$ cat config.mk
export PLATFORM = sky130hd
export DESIGN_NAME = pipe_skid_reg
export DESIGN_NICKNAME = d
export VERILOG_FILES = /design/src/rtl/my_types_pkg.sv /design/src/rtl/pipe_sat_cnt.sv /design/src/rtl/pipe_skid_reg.sv
export SDC_FILE = /design/constraint.sdc
export NUM_CORES = 1
export LEC_CHECK = 0
export ABC_AREA = 1
export CORE_ASPECT_RATIO = 1.75
export CORE_MARGIN = 4
export CORE_UTILIZATION = 35
export DETAILED_ROUTE_END_ITERATION = 7
export GPL_ROUTABILITY_DRIVEN = 0
export PLACE_DENSITY = 0.68
export SLEW_MARGIN = 20
export SYNTH_ARGS = -nofsm -noshare
export SYNTH_HDL_FRONTEND = slang
export SYNTH_SLANG_ARGS = --single-unit
$ cat constraint.sdc
create_clock -name CLK -period 5.5 [get_ports CLK]
set_clock_uncertainty 0.05 [all_clocks]
set_input_delay 1.1 -clock CLK [delete_from_list [all_inputs] [get_ports CLK]]
set_output_delay 1.1 -clock CLK [all_outputs]
set_load 0.1 [all_outputs]
$ cat src/rtl/my_types_pkg.sv
// Shared types for the pipeline skid register.
// State encoding, max occupancy and a state-to-count helper.
package my_types_pkg;

    typedef enum logic [1:0] {
        PS_EMPTY = 2'd0,
        PS_ONE   = 2'd1,
        PS_TWO   = 2'd2
    } pipe_state_t;

    localparam int unsigned PIPE_MAX_OCC = 2;

    function automatic logic [1:0] pipe_occ(input pipe_state_t s);
        logic [1:0] n;
        n = 2'd0;
        unique case (s)
            PS_EMPTY: n = 2'd0;
            PS_ONE:   n = 2'd1;
            PS_TWO:   n = 2'(PIPE_MAX_OCC);
            default:  n = 2'd0;
        endcase
        return n;
    endfunction

endpackage

$ cat src/rtl/pipe_sat_cnt.sv
// Saturating event counter with synchronous clear.
// Adds 0..2 per cycle and sticks at all-ones.
module pipe_sat_cnt #(
    parameter int CNT_W = 16
) (
    input  logic             CLK,
    input  logic             nRST,
    input  logic             clr,
    input  logic [1:0]       inc,
    output logic [CNT_W-1:0] count
);

    localparam logic [CNT_W+1:0] MAX = {2'b00, {CNT_W{1'b1}}};

    logic [CNT_W+1:0] sum;

    // Widened sum so overflow is visible before clamping.
    always_comb begin
        sum = {2'b00, count} + {{CNT_W{1'b0}}, inc};
    end

    // Reset and clear beat counting; clamp at the maximum.
    always_ff @(posedge CLK) begin
        if (!nRST) begin
            count <= '0;
        end else if (clr) begin
            count <= '0;
        end else if (sum > MAX) begin
            count <= '1;
        end else begin
            count <= sum[CNT_W-1:0];
        end
    end

endmodule

$ cat src/rtl/pipe_skid_reg.sv
// Valid/ready pipeline register with optional skid entry.
// Flush drops all entries; stall and drop counters saturate.
module pipe_skid_reg
    import my_types_pkg::*;
#(
    parameter int              WIDTH     = 32,
    parameter logic [WIDTH-1:0] NOP_VALUE = '0,
    parameter bit              SKID_EN   = 1'b1,
    parameter int              CNT_W     = 16
) (
    input  logic             CLK,
    input  logic             nRST,
    input  logic             in_valid,
    output logic             in_ready,
    input  logic [WIDTH-1:0] in_data,
    output logic             out_valid,
    input  logic             out_ready,
    output logic [WIDTH-1:0] out_data,
    input  logic             flush,
    input  logic             cnt_clr,
    output logic [1:0]       occupancy,
    output logic [CNT_W-1:0] stall_cnt,
    output logic [CNT_W-1:0] drop_cnt
);

    pipe_state_t      state_q, state_d;
    logic [WIDTH-1:0] main_q, main_d;
    logic [WIDTH-1:0] skid_q, skid_d;
    logic [1:0]       occ_q;
    logic             accept, deliver;
    logic [1:0]       stall_inc, drop_inc;

    // Handshake: skid mode never looks at out_ready for in_ready.
    always_comb begin
        out_valid = (state_q != PS_EMPTY) & ~flush;
        if (SKID_EN) begin
            in_ready = (state_q != PS_TWO) & ~flush;
        end else begin
            in_ready = ((state_q == PS_EMPTY) | out_ready) & ~flush;
        end
        accept  = in_valid & in_ready;
        deliver = out_valid & out_ready;
    end

    // Next state and payload moves; flush empties everything.
    always_comb begin
        state_d = state_q;
        main_d  = main_q;
        skid_d  = skid_q;
        if (flush) begin
            state_d = PS_EMPTY;
            main_d  = NOP_VALUE;
            skid_d  = NOP_VALUE;
        end else begin
            unique case (state_q)
                PS_EMPTY: begin
                    if (accept) begin
                        state_d = PS_ONE;
                        main_d  = in_data;
                    end
                end
                PS_ONE: begin
                    if (accept && deliver) begin
                        main_d = in_data;
                    end else if (accept && SKID_EN) begin
                        state_d = PS_TWO;
                        skid_d  = in_data;
                    end else if (deliver) begin
                        state_d = PS_EMPTY;
                        main_d  = NOP_VALUE;
                    end
                end
                PS_TWO: begin
                    if (deliver) begin
                        state_d = PS_ONE;
                        main_d  = skid_q;
                        skid_d  = NOP_VALUE;
                    end
                end
                default: begin
                    state_d = PS_EMPTY;
                    main_d  = NOP_VALUE;
                    skid_d  = NOP_VALUE;
                end
            endcase
        end
    end

    // State, payload and occupancy registers.
    always_ff @(posedge CLK) begin
        if (!nRST) begin
            state_q <= PS_EMPTY;
            main_q  <= NOP_VALUE;
            skid_q  <= NOP_VALUE;
            occ_q   <= 2'd0;
        end else begin
            state_q <= state_d;
            main_q  <= main_d;
            skid_q  <= skid_d;
            occ_q   <= pipe_occ(state_d);
        end
    end

    // Counter increments: one per stalled cycle, held count on flush.
    always_comb begin
        stall_inc = {1'b0, out_valid & ~out_ready};
        drop_inc  = flush ? occ_q : 2'd0;
    end

    assign out_data  = main_q;
    assign occupancy = occ_q;

    pipe_sat_cnt #(.CNT_W(CNT_W)) u_stall (
        .CLK   (CLK),
        .nRST  (nRST),
        .clr   (cnt_clr),
        .inc   (stall_inc),
        .count (stall_cnt)
    );

    pipe_sat_cnt #(.CNT_W(CNT_W)) u_drop (
        .CLK   (CLK),
        .nRST  (nRST),
        .clr   (cnt_clr),
        .inc   (drop_inc),
        .count (drop_cnt)
    );

endmodule

# ---- Word-level counts from Yosys, hierarchy flattened
# Index checks and enable logic that the tools add are counted.
dict set report totals {
  register_bits 100
  inputBits 38
  output_inout_bits 68
  wordCells 56
}
dict set report classes {
  add_sub_neg 2
  n_lt_le_gt_ge 2
  n_eq_ne 11
  n_mux 19
  n_bitwise 9
  n_reduce_logical 7
}
# cell count
set op_table {}
lappend op_table {{32-bit 2-to-1 mux} 6}
lappend op_table {{32-bit case mux with 3 select lines} 2}
lappend op_table {{18-bit by 16-bit greater-than comparator with 1-bit output, second input constant} 2}
lappend op_table {{16-bit 2-to-1 mux} 2}
lappend op_table {{16-bit by 1-bit adder with 17-bit output} 1}
lappend op_table {{16-bit by 2-bit adder with 17-bit output} 1}
lappend op_table {{2-bit 2-to-1 mux} 7}
lappend op_table {{2-bit inequality test, second input constant} 5}
lappend op_table {{4-bit AND reduction} 2}
lappend op_table {{3-bit inequality test, second input constant} 2}
lappend op_table {{2-bit case mux with 3 select lines} 1}
lappend op_table {{1-bit AND} 5}
lappend op_table {{2-bit by 1-bit == test with 1-bit output, second input constant} 2}
lappend op_table {{2-bit == test, second input constant} 2}
lappend op_table {{1-bit NOT} 4}
lappend op_table {{2-bit case mux with 2 select lines} 1}
lappend op_table {{2-bit OR reduction} 2}
lappend op_table {{2-bit logical NOT} 1}
lappend op_table {{2-bit nonzero test} 1}
lappend op_table {{1-bit logical AND} 1}

# ---- Logic depth before layout (Yosys ltp)
# Gate-level depths: netlist (run 1).
dict set report logic_depth {
  depth_word 10
  depth_mapped 13
  depth_no_buf 12
}

# ---- Hierarchy
# Synthesis (run 1) repeated with hierarchy kept, for this count alone.
dict set report hier_totals {
  hier_cells 856
  hier_area_um2 5655.4
}
# mod n_inst cells_per_inst area_each_um2 seq_area_each_um2
set modules_own_cells {}
lappend modules_own_cells {pipe_skid_reg 1 603 3769.9 1361.3}
lappend modules_own_cells {{pipe_sat_cnt at u_stall} 1 130 977.2 320.3}
lappend modules_own_cells {{pipe_sat_cnt at u_drop} 1 123 908.4 320.3}

# ---- Worst setup path before layout (run 1)
# No wires, ideal clock.
dict set report synth_path {
  path_type {input port to output port}
  start {input flush}
  end {output out_valid}
  arrival_ns 2.353
  required_ns 4.350
  path_slack_ns 1.997
  path_stages 1
  n_path_buf 0
  cell_sequence {nor2_1}
}
dict set report synth_via {
  elab_chain_len 2
}
# element line_no
set synth_rtl {}
lappend synth_rtl {{start: declaration} pipe_skid_reg.sv:19} ;# input logic flush,
lappend synth_rtl {{1-bit NOT} -}
lappend synth_rtl {{1-bit AND} pipe_skid_reg.sv:35} ;# out_valid = (state_q != PS_EMPTY) & ~flush;
lappend synth_rtl {{end: declaration} pipe_skid_reg.sv:16} ;# output logic out_valid,
# No other way between the ends.

# ---- Final worst setup path (run 1)
# Ends and elaborated chain as after synthesis.

==> results of run 1 <==
final timing paths:
check,cells past startpoint,start,slack (ps),endpoint
worst max-delay path,3,flush,1370,out_valid
worst min register to register,2,skid_q[24]$_SDFFE_PP0P_,430,skid_q[24]$_SDFFE_PP0P_
worst max register to register,8,state_q[1]$_SDFF_PN0_,2590,skid_q[0]$_SDFFE_PP0P_
worst min-delay path,2,skid_q[24]$_SDFFE_PP0P_,430,skid_q[24]$_SDFFE_PP0P_
report_power, final:
part / internal (mW) / switching (mW) / leakage, nW / total, mW
Clock: 0.346 / 0.282 / 0.141 / 0.628
Sequential: 0.731 / 0.00451 / 0.807 / 0.736
Combinational: 0.0627 / 0.132 / 1.76 / 0.195
synthesized netlist by cell type:
master	count
a21oi_1	84
a31oi_1	1
and3_1	1
buf_2	17
buf_4	3
clkbuf_1	23
clkinv_1	2
dfxtp_1	100
fa_1	1
ha_1	5
inv_1	97
inv_2	3
nand2_1	215
nand2_2	5
nand3_1	17
nand3_2	1
nand3_4	1
nand3b_1	27
nand4_1	36
nor2_1	109
nor2_2	1
nor3_1	1
nor3b_1	2
o211ai_1	1
o21ai_0	39
o21bai_1	1
xnor2_1	3
xor2_1	17
layout make-up:
cell class / count / area [um^2]
Clock inverter: 4 / 32.5
Fill cell: 1572 / 8110
Multi-Input combinational cell: 568 / 2720
Inverter: 102 / 383
Sequential cell: 100 / 2000
Tap cell: 183 / 229
Clock buffer: 12 / 267
Timing Repair Buffer: 112 / 1100
placed cells by master (no fill, tap or decap), drive strengths merged:
cell and n:
o211ai 1, nand4 36, a21oi 84, dfxtp 100, clkinvlp 2, nand3b 27
clkinv 5, and3 1, o21bai 1, nor3b 2, nor2 110, a31oi 1
o21ai 39, ha 5, nor3 1, clkbuf 12, xnor2 3, nand2 220
nand3 19, inv 99, buf 8, fa 1, xor2 17, clkdlybuf4s50 104
cell families after synthesis:
logic type	after synthesis	share of synthesized area, %
buf+inv	145	10.9
compound gates	126	12.0
simple gates	416	34.4
fa+ha+maj	6	1.56
xor+xnor	20	3.31
flops	100	37.8
through the flow:
step / hold slack (ps) / utilization, % / std cells
2_1_floorplan: 402 / - / 813
3_3_place_gp: 411 / 43.4 / 1065
3_5_place_dp: 419 / 43.4 / 1065
4_1_cts: 436 / 45.4 / 1081
5_1_grt: 459 / 45.4 / 1081
6_report: 431 / 45.4 / 1081
metal layers:
layer  routed length [um]  share of wire, %
met5                    0                 0
met4                  335               2.2
met3                  521               3.4
met2                 8220                54
met1                 6150                40
registers in the layout, summed over array words and instances (netlist names):
register,cells
out_data,32
skid_q,32
u_drop.count,16
u_stall.count,16
occupancy,2
state_q,2
worst max-delay path, cell delays in order:
cell	delay [ps]
clkdlybuf4s50_1	530
nor2_1	190
clkdlybuf4s50_1	1160
==> flow_metrics.py, run 1 <==
metrics = {
    "synth": {
        "synth.area.top_cells": "dfxtp_1 38%, nand2_1 15%, a21oi_1 7.9%",
        "synthesis.yosys.warnings": 0,
        "number_of_library_cell_types_mapped_by_synthesis": 28,
        "netlist_area_um2": 5290,
        "post_synthesis_net_count": 857,
        "postSynthAreaPerCell_um2": 6.51,
        "post_synth_inst_count": 813,
        "yosys.area.top_type": "dfxtp_1",
        "ys_ff_latch": 100,
        "netlist.area_leader.share_pct": 37.8,
        "synth-seq-area-share_pct": 37.8,
    },
    "clock_network": {
        "post_cts_buffers": 0,
        "tritoncts_clock_tree": "yes",
        "cts_buffers": 9,
        "cts.clk_slew.worst_paths_ps": 60,
        "clock-sinks": 100,
        "post_cts_resized": 0,
        "cts_max_level": 3,
        "max-clock-path-buffers": 2,
        "cts.hold.buffers_added": 0,
        "ctsRootBufferMaster": "clkbuf_16",
        "clk_latency_ps": 340,
    },
    "place": {
        "port-buffer-count": 105,
        "post-place-ws_ps": 1370,
        "postPlaceCellArea_um2": 6430,
        "dpl_hpwl_um": 10200,
    },
    "timing": {
        "finalHoldViolCount": 0,
        "finalWorstPathRequiredPeriod_ps": 4130,
        "timing.final.crit_share_pct": 75.0,
        "tns_ps": 0,
        "timing_max_transition_violations_final": 0,
        "achievable-frequency_ghz": 0.242,
        "rsz0062_at_grt": "no",
        "post-route-worst-setup-slack_ps": 1370,
        "slew_headroom_pct": 30.4,
        "setup-violations-final": 0,
        "timing_worst_slew_pin_value_ps": 1040,
    },
    "die": {
        "core-area_um2": 14800,
        "initial_core_util_pct": 35.7,
        "top_level_pins": 106,
        "die_height_um": 171,
        "die_width_um": 101,
        "row_count": 59,
        "die_ar_um2": 17200,
    },
    "global_route": {
        "grtUsageMet1_pct": 19.7,
        "global_routing_met3_resource_utilization_pct": 2.61,
        "first_global_vias": 5199,
        "largest_net_degree_at_the_start_of_global_routing": 53,
        "grt.total_usage_pct": 18.0,
        "global_route.peak_usage_layer": "met2",
        "grtUsageMet2_pct": 33.6,
        "grt_antenna_before_repair": 0,
        "first_pass_grt_wire_length_um": 25000,
        "grt.overflow.total": 0,
    },
    "critical_path": {
        "timing.critical_path.required_ps": 4350,
        "setup.worst_path.end_class": "output pin",
        "setup.worst_path.class": "input port to output pin",
        "cp.arrival_ps": 2980,
        "crit_fanout": 7,
        "worst_setup_path_start_kind": "input port",
    },
    "finish": {
        "flow.area_growth_from_synthesis_pct": 27.2,
        "antenna-diode-count": 0,
        "finish.instance_area_um2": 6730,
        "nets": 937,
        "final_layout_size_suffix_gt1_share_pct": 4.12,
    },
    "route": {
        "post-route-drc-count": 0,
        "totalWireLength_um": 15200,
        "drtPass1Iterations": 4,
        "avgRoutedWirePerCell_um": 14.1,
        "detailroute.via_count": 5303,
        "avgViaCountPerCell": 4.91,
        "drtIter0Drc": 209,
        "final_antenna_net_count": 0,
    },
    "run": {
        "max_cap_viols": 0,
    },
    "power": {
        "power.leakage_nw": 2.71,
        "peak_supply_drop_v": 0.000133,
        "power_density_nw_per_um2": 232,
        "report.power.total_mw": 1.56,
    },
    "outcome": {
        "run_status": "complete, no violations",
    },
    "hold_path": {
        "worst_hold_path_type": "flop to flop",
    },
}
Note: power is estimated with default switching activity, not from simulation.
==> run 2, diff against run 1 <==
clock period = 3.95 ns   (was 5.5 ns; I/O delays follow)
==> run 2 against run 1 <==
Cell count increased by 0.28%. Total power grew 40%. Die area unchanged. Global-route usage barely moved. Sequential share of layout area fell by 0.099 points. Design area grew 0.33%. Flip-flop and latch count unchanged. Critical path type is now input port to flop. Worst setup slack worse by 360 ps.
==> flow_metrics.py, run 2 (synthesis results as in run 1) <==
metrics = {
    "outcome": {
        "run_status": "complete, no violations",
    },
    "route": {
        "detailroute.via_count": 5365,
        "drtIter0Drc": 249,
        "avgViaCountPerCell": 4.95,
        "final_antenna_net_count": 0,
        "drtPass1Iterations": 5,
        "post-route-drc-count": 0,
        "totalWireLength_um": 15500,
        "avgRoutedWirePerCell_um": 14.3,
    },
    "finish": {
        "layout_common_cells": "215 x nand2_1, 108 x nor2_1, 103 x clkdlybuf4s50_1",
        "finish.instance_area_um2": 6750,
        "flow.area_growth_from_synthesis_pct": 27.6,
        "nets": 943,
        "mostFrequentLayoutCell": "nand2_1",
        "antenna-diode-count": 0,
        "final_layout_size_suffix_gt1_share_pct": 4.44,
    },
    "clock_network": {
        "post_cts_buffers": 0,
        "cts.hold.buffers_added": 0,
        "cts.clk_slew.worst_paths_ps": 60,
        "cts_buffers": 9,
        "ctsRootBufferMaster": "clkbuf_16",
        "cts_max_level": 3,
        "max-clock-path-buffers": 2,
        "tritoncts_clock_tree": "yes",
        "clock-sinks": 100,
        "post_cts_resized": 0,
        "clk_latency_ps": 340,
    },
    "die": {
        "die_ar_um2": 17200,
        "die_height_um": 171,
        "initial_core_util_pct": 35.7,
        "die_width_um": 101,
        "top_level_pins": 106,
        "row_count": 59,
        "core-area_um2": 14800,
    },
    "global_route": {
        "grtUsageMet1_pct": 18.9,
        "global_route.peak_usage_layer": "met2",
        "global_routing_met3_resource_utilization_pct": 2.65,
        "grtUsageMet2_pct": 33.5,
        "first_pass_grt_wire_length_um": 24700,
        "largest_net_degree_at_the_start_of_global_routing": 38,
        "grt_antenna_before_repair": 0,
        "first_global_vias": 5206,
        "grt.total_usage_pct": 17.9,
        "grt.overflow.total": 0,
    },
    "timing": {
        "timing_max_transition_violations_final": 0,
        "whs_ps": 433,
        "achievable-frequency_ghz": 0.341,
        "tns_ps": 0,
        "rsz0062_at_grt": "no",
        "timing_worst_slew_pin_value_ps": 1050,
        "finalWorstPathRequiredPeriod_ps": 2930,
        "timing.final.crit_share_pct": 74.3,
        "setup-violations-final": 0,
        "slew_headroom_pct": 29.8,
        "finalHoldViolCount": 0,
    },
    "power": {
        "internal_power_mw": 1.61,
        "report.power.total_mw": 2.18,
        "switchingPower_mw": 0.569,
        "peak_supply_drop_v": 0.000174,
        "power.leakage_nw": 2.74,
        "power_density_nw_per_um2": 322,
        "seqPwrFrac_pct": 47.1,
        "sw_frac_of_total_pct": 26.2,
        "share_clk_of_total_power_pct": 40.2,
        "pwr-share-comb_pct": 12.7,
    },
    "critical_path": {
        "worst_setup_path_start_kind": "input port",
        "setup.worst_path.end_class": "flop",
        "cpMaxStageDelayCell": "clkdlybuf4s50_1",
        "path_cells": "clkdlybuf4s50_1, nor3_1, ha_1, ha_1, nand2_1, nor2_1, nand2_1, nor2_1, nand3_1, nand2_1, nor2_1, nor2_1",
        "cp_top_family": "simple AND/OR/NAND/NOR gates",
        "biggest_cell_delay_along_the_critical_path_ps": 550,
        "cpMostUsedCell": "nor2_1",
        "timing.critical_path.required_ps": 4180,
        "crit_fanout": 9,
        "cp.arrival_ps": 3160,
        "setup.worst_path.class": "input port to flop",
        "crit_buf_inv": 1,
        "rr_worst_depth": 9,
        "critical_path_depth": 12,
    },
    "place": {
        "port-buffer-count": 105,
        "dpl_hpwl_um": 10700,
        "postPlaceCellArea_um2": 6470,
    },
    "hold_path": {
        "hold-path-cell-count": 2,
        "worst_hold_path_type": "flop to flop",
    },
    "run": {
        "max_cap_viols": 0,
    },
}
[run 2: layout make-up]
| type | count | area [um^2] |
|---|---|---|
| flip-flops and latches | 100 | 2000 |
| well taps | 183 | 229 |
| fillers | 1546 | 8080 |
| multi-input cells | 568 | 2720 |
| repair buffers | 118 | 1140 |
| inverters | 102 | 383 |
| clock buffers | 10 | 239 |
| clock inverters | 3 | 40.0 |
[run 2: power groups by stage]
stage	registers, mW	logic (mW)	clock network [mW]
4_1_cts	1.02	0.278	0.896
3_3_place_gp	1.05	0.276	0
5_1_grt	1.03	0.301	0.932
6_report	1.03	0.276	0.874
3_5_place_dp	1.05	0.277	0
2_1_floorplan	1.11	0.123	0
[run 2: worst paths after layout]
| path | start | slack, ps | endpoint |
|---|---|---|---|
| worst max register to register | state_q[1]$_SDFF_PN0_ | 1400 | out_data[27]$_SDFFE_PP0P_ |
| worst min register to register | skid_q[18]$_SDFFE_PP0P_ | 430 | skid_q[18]$_SDFFE_PP0P_ |
| worst max-delay path | flush | 1020 | u_stall.count[15]$_SDFF_PP0_ |
| worst min-delay path | skid_q[18]$_SDFFE_PP0P_ | 430 | skid_q[18]$_SDFFE_PP0P_ |
[run 2: worst reg2reg max path, stage by stage, from the launching register on]
cell and delay (ps):
dfxtp_1 430, inv_2 80, nand2_2 420, nand3_4 530, nor2_2 210, buf_4 390, nand2_1 100, nand2_1 100
nand2_1 50, a21oi_1 120
[run 2: metrics by stage]
stage	std cells	util (%)	setup WS (ps)
after floorplan	813	-	1070
final	1084	45.5	1020
after detailed placement	1071	43.6	636
after CTS	1084	45.5	991
after global routing	1084	45.5	694
after global placement	1071	43.6	723
[run 2: layer usage]
layer / wire length, um / up-vias
met1: 6130 / 2456
li1: - / 2745
met4: 534 / 0
met5: 0 / -
met2: 8180 / 132
met3: 627 / 32
==> run 3, diff against run 2 <==
clock period = 2.9 ns   (was 3.95 ns; I/O delays follow)
==> run 3 against run 2 <==
Flip-flop and latch count unchanged. Largest power group unchanged. Sequential power increased by 36%. Total power increased by 30%. Die area unchanged. Critical path depth decreased by 1.
==> flow_metrics.py, run 3 (synthesis results as in run 1) <==
metrics = {
    "global_route": {
        "largest_net_degree_at_the_start_of_global_routing": 53,
        "grt.total_usage_pct": 17.9,
        "grt.overflow.total": 0,
        "grtUsageMet2_pct": 33.5,
        "global_route.peak_usage_layer": "met2",
        "grt_antenna_before_repair": 0,
        "first_global_vias": 5097,
        "grtUsageMet1_pct": 20.1,
        "global_routing_met3_resource_utilization_pct": 2.24,
        "first_pass_grt_wire_length_um": 24800,
    },
    "finish": {
        "flow.area_growth_from_synthesis_pct": 26.6,
        "mostFrequentLayoutCell": "nand2_1",
        "final_layout_size_suffix_gt1_share_pct": 12.3,
        "fillCellCount": 1542,
        "antenna-diode-count": 0,
        "finish.instance_area_um2": 6700,
        "layout.core_utilization_pct": 45.2,
        "layout_common_cells": "215 x nand2_1, 108 x nor2_1, 100 x dfxtp_1",
        "nets": 953,
    },
    "route": {
        "detailroute.via_count": 5340,
        "drtIter0Drc": 228,
        "final_antenna_net_count": 0,
        "totalWireLength_um": 15300,
        "post-route-drc-count": 0,
        "drtPass1Iterations": 4,
        "avgRoutedWirePerCell_um": 14.0,
        "avgViaCountPerCell": 4.88,
    },
    "die": {
        "top_level_pins": 106,
        "initial_core_util_pct": 35.7,
        "die_height_um": 171,
        "row_count": 59,
        "die_ar_um2": 17200,
        "die_width_um": 101,
        "core-area_um2": 14800,
    },
    "timing": {
        "finalWorstPathRequiredPeriod_ps": 2390,
        "finalHoldViolCount": 0,
        "tns_ps": 0,
        "timing_worst_slew_pin_value_ps": 622,
        "timing.final.crit_share_pct": 82.5,
        "timing_max_transition_violations_final": 0,
        "rsz0062_at_grt": "no",
        "achievable-frequency_ghz": 0.418,
        "setup-violations-final": 0,
        "slew_headroom_pct": 58.4,
    },
    "critical_path": {
        "endpoint": "u_stall.count[6]$_SDFF_PP0_",
        "path_cells": "clkdlybuf4s50_1, nor3_1, ha_1, ha_1, nand2_1, nor2_1, nand2_1, nor2_1, nand3_1, buf_4, a21oi_1",
        "critical_path_depth": 11,
        "timing.rr.start": "state_q[1]$_SDFF_PN0_",
        "timing.critical_path.required_ps": 3110,
        "cp.arrival_ps": 2610,
        "rr_worst_depth": 11,
        "cp_top_family": "simple AND/OR/NAND/NOR gates",
        "crit_fanout": 8,
        "timing.critical_path.from": "flush",
        "setup.worst_path.class": "input port to flop",
        "biggest_cell_delay_along_the_critical_path_ps": 460,
        "reg2reg_slack_ps": 770,
        "setup.worst_path.end_class": "flop",
        "cpMaxStageDelayCell": "clkdlybuf4s50_1",
        "rr_endpoint": "u_stall.count[6]$_SDFF_PP0_",
        "worst_setup_path_start_kind": "input port",
        "crit_buf_inv": 2,
    },
    "clock_network": {
        "post_cts_resized": 0,
        "clk_latency_ps": 340,
        "cts_buffers": 9,
        "post_cts_buffers": 0,
        "ctsRootBufferMaster": "clkbuf_16",
        "cts.hold.buffers_added": 0,
        "clock-sinks": 100,
        "cts_max_level": 3,
        "max-clock-path-buffers": 2,
        "cts.clk_slew.worst_paths_ps": 60,
        "tritoncts_clock_tree": "yes",
    },
    "power": {
        "peak_supply_drop_v": 0.000287,
        "power.leakage_nw": 2.92,
        "power_density_nw_per_um2": 423,
    },
    "hold_path": {
        "worst_hold_path_type": "flop to flop",
    },
    "place": {
        "dpl_hpwl_um": 10800,
        "postPlaceCellArea_um2": 6460,
        "port-buffer-count": 105,
    },
    "outcome": {
        "run_status": "complete, no violations",
    },
    "run": {
        "max_cap_viols": 0,
    },
}
## run 3: area by class of cell
class	count	area (um^2)	share of cell area (%)
Clock buffer	13	240	3.59
Inverter	102	383	5.71
Multi-Input combinational cell	568	2720	40.6
Sequential cell	100	2000	29.9
Tap cell	183	229	3.42
Timing Repair Buffer	128	1130	16.8
## run 3: worst min-delay path by stage
stage,start,cells past startpoint,endpoint,slack (ps)
6_report,skid_q[20]$_SDFFE_PP0P_,2,skid_q[20]$_SDFFE_PP0P_,430
4_1_cts,skid_q[20]$_SDFFE_PP0P_,2,skid_q[20]$_SDFFE_PP0P_,440
2_1_floorplan,skid_q[0]$_SDFFE_PP0P_,2,skid_q[0]$_SDFFE_PP0P_,400
3_3_place_gp,skid_q[9]$_SDFFE_PP0P_,2,skid_q[9]$_SDFFE_PP0P_,410
3_5_place_dp,skid_q[20]$_SDFFE_PP0P_,2,skid_q[20]$_SDFFE_PP0P_,420
5_1_grt,skid_q[0]$_SDFFE_PP0P_,2,skid_q[0]$_SDFFE_PP0P_,450
## run 3: per-layer routing
| layer | vias to the layer above | wire (um) |
|---|---|---|
| met1 | 2443 | 6180 |
| li1 | 2756 | - |
| met5 | - | 0 |
| met4 | 0 | 410 |
| met3 | 21 | 597 |
| met2 | 120 | 8160 |
## run 3: tightest hold or removal path: stages (launching register included)
cell,delay (ps)
dfxtp_1,330
a21oi_1,40
nor2_1,80
## run 3: stage by stage
step | setup WS [ps] | hold slack, ps | instances | power [mW]
after global placement | 201 | 411 | 1081 | 1.81
after detailed placement | 126 | 421 | 1081 | 1.81
after CTS | 467 | 437 | 1094 | 2.88
after global routing | 201 | 454 | 1094 | 2.96
after floorplan | 339 | 402 | 813 | 1.67
final | 509 | 432 | 1094 | 2.83
## run 3: power by group
part           leakage (nW)  switching, mW  internal (mW)
Clock                 0.116          0.484          0.570
Sequential            0.807        0.00936           1.39
Combinational          1.99          0.252          0.131
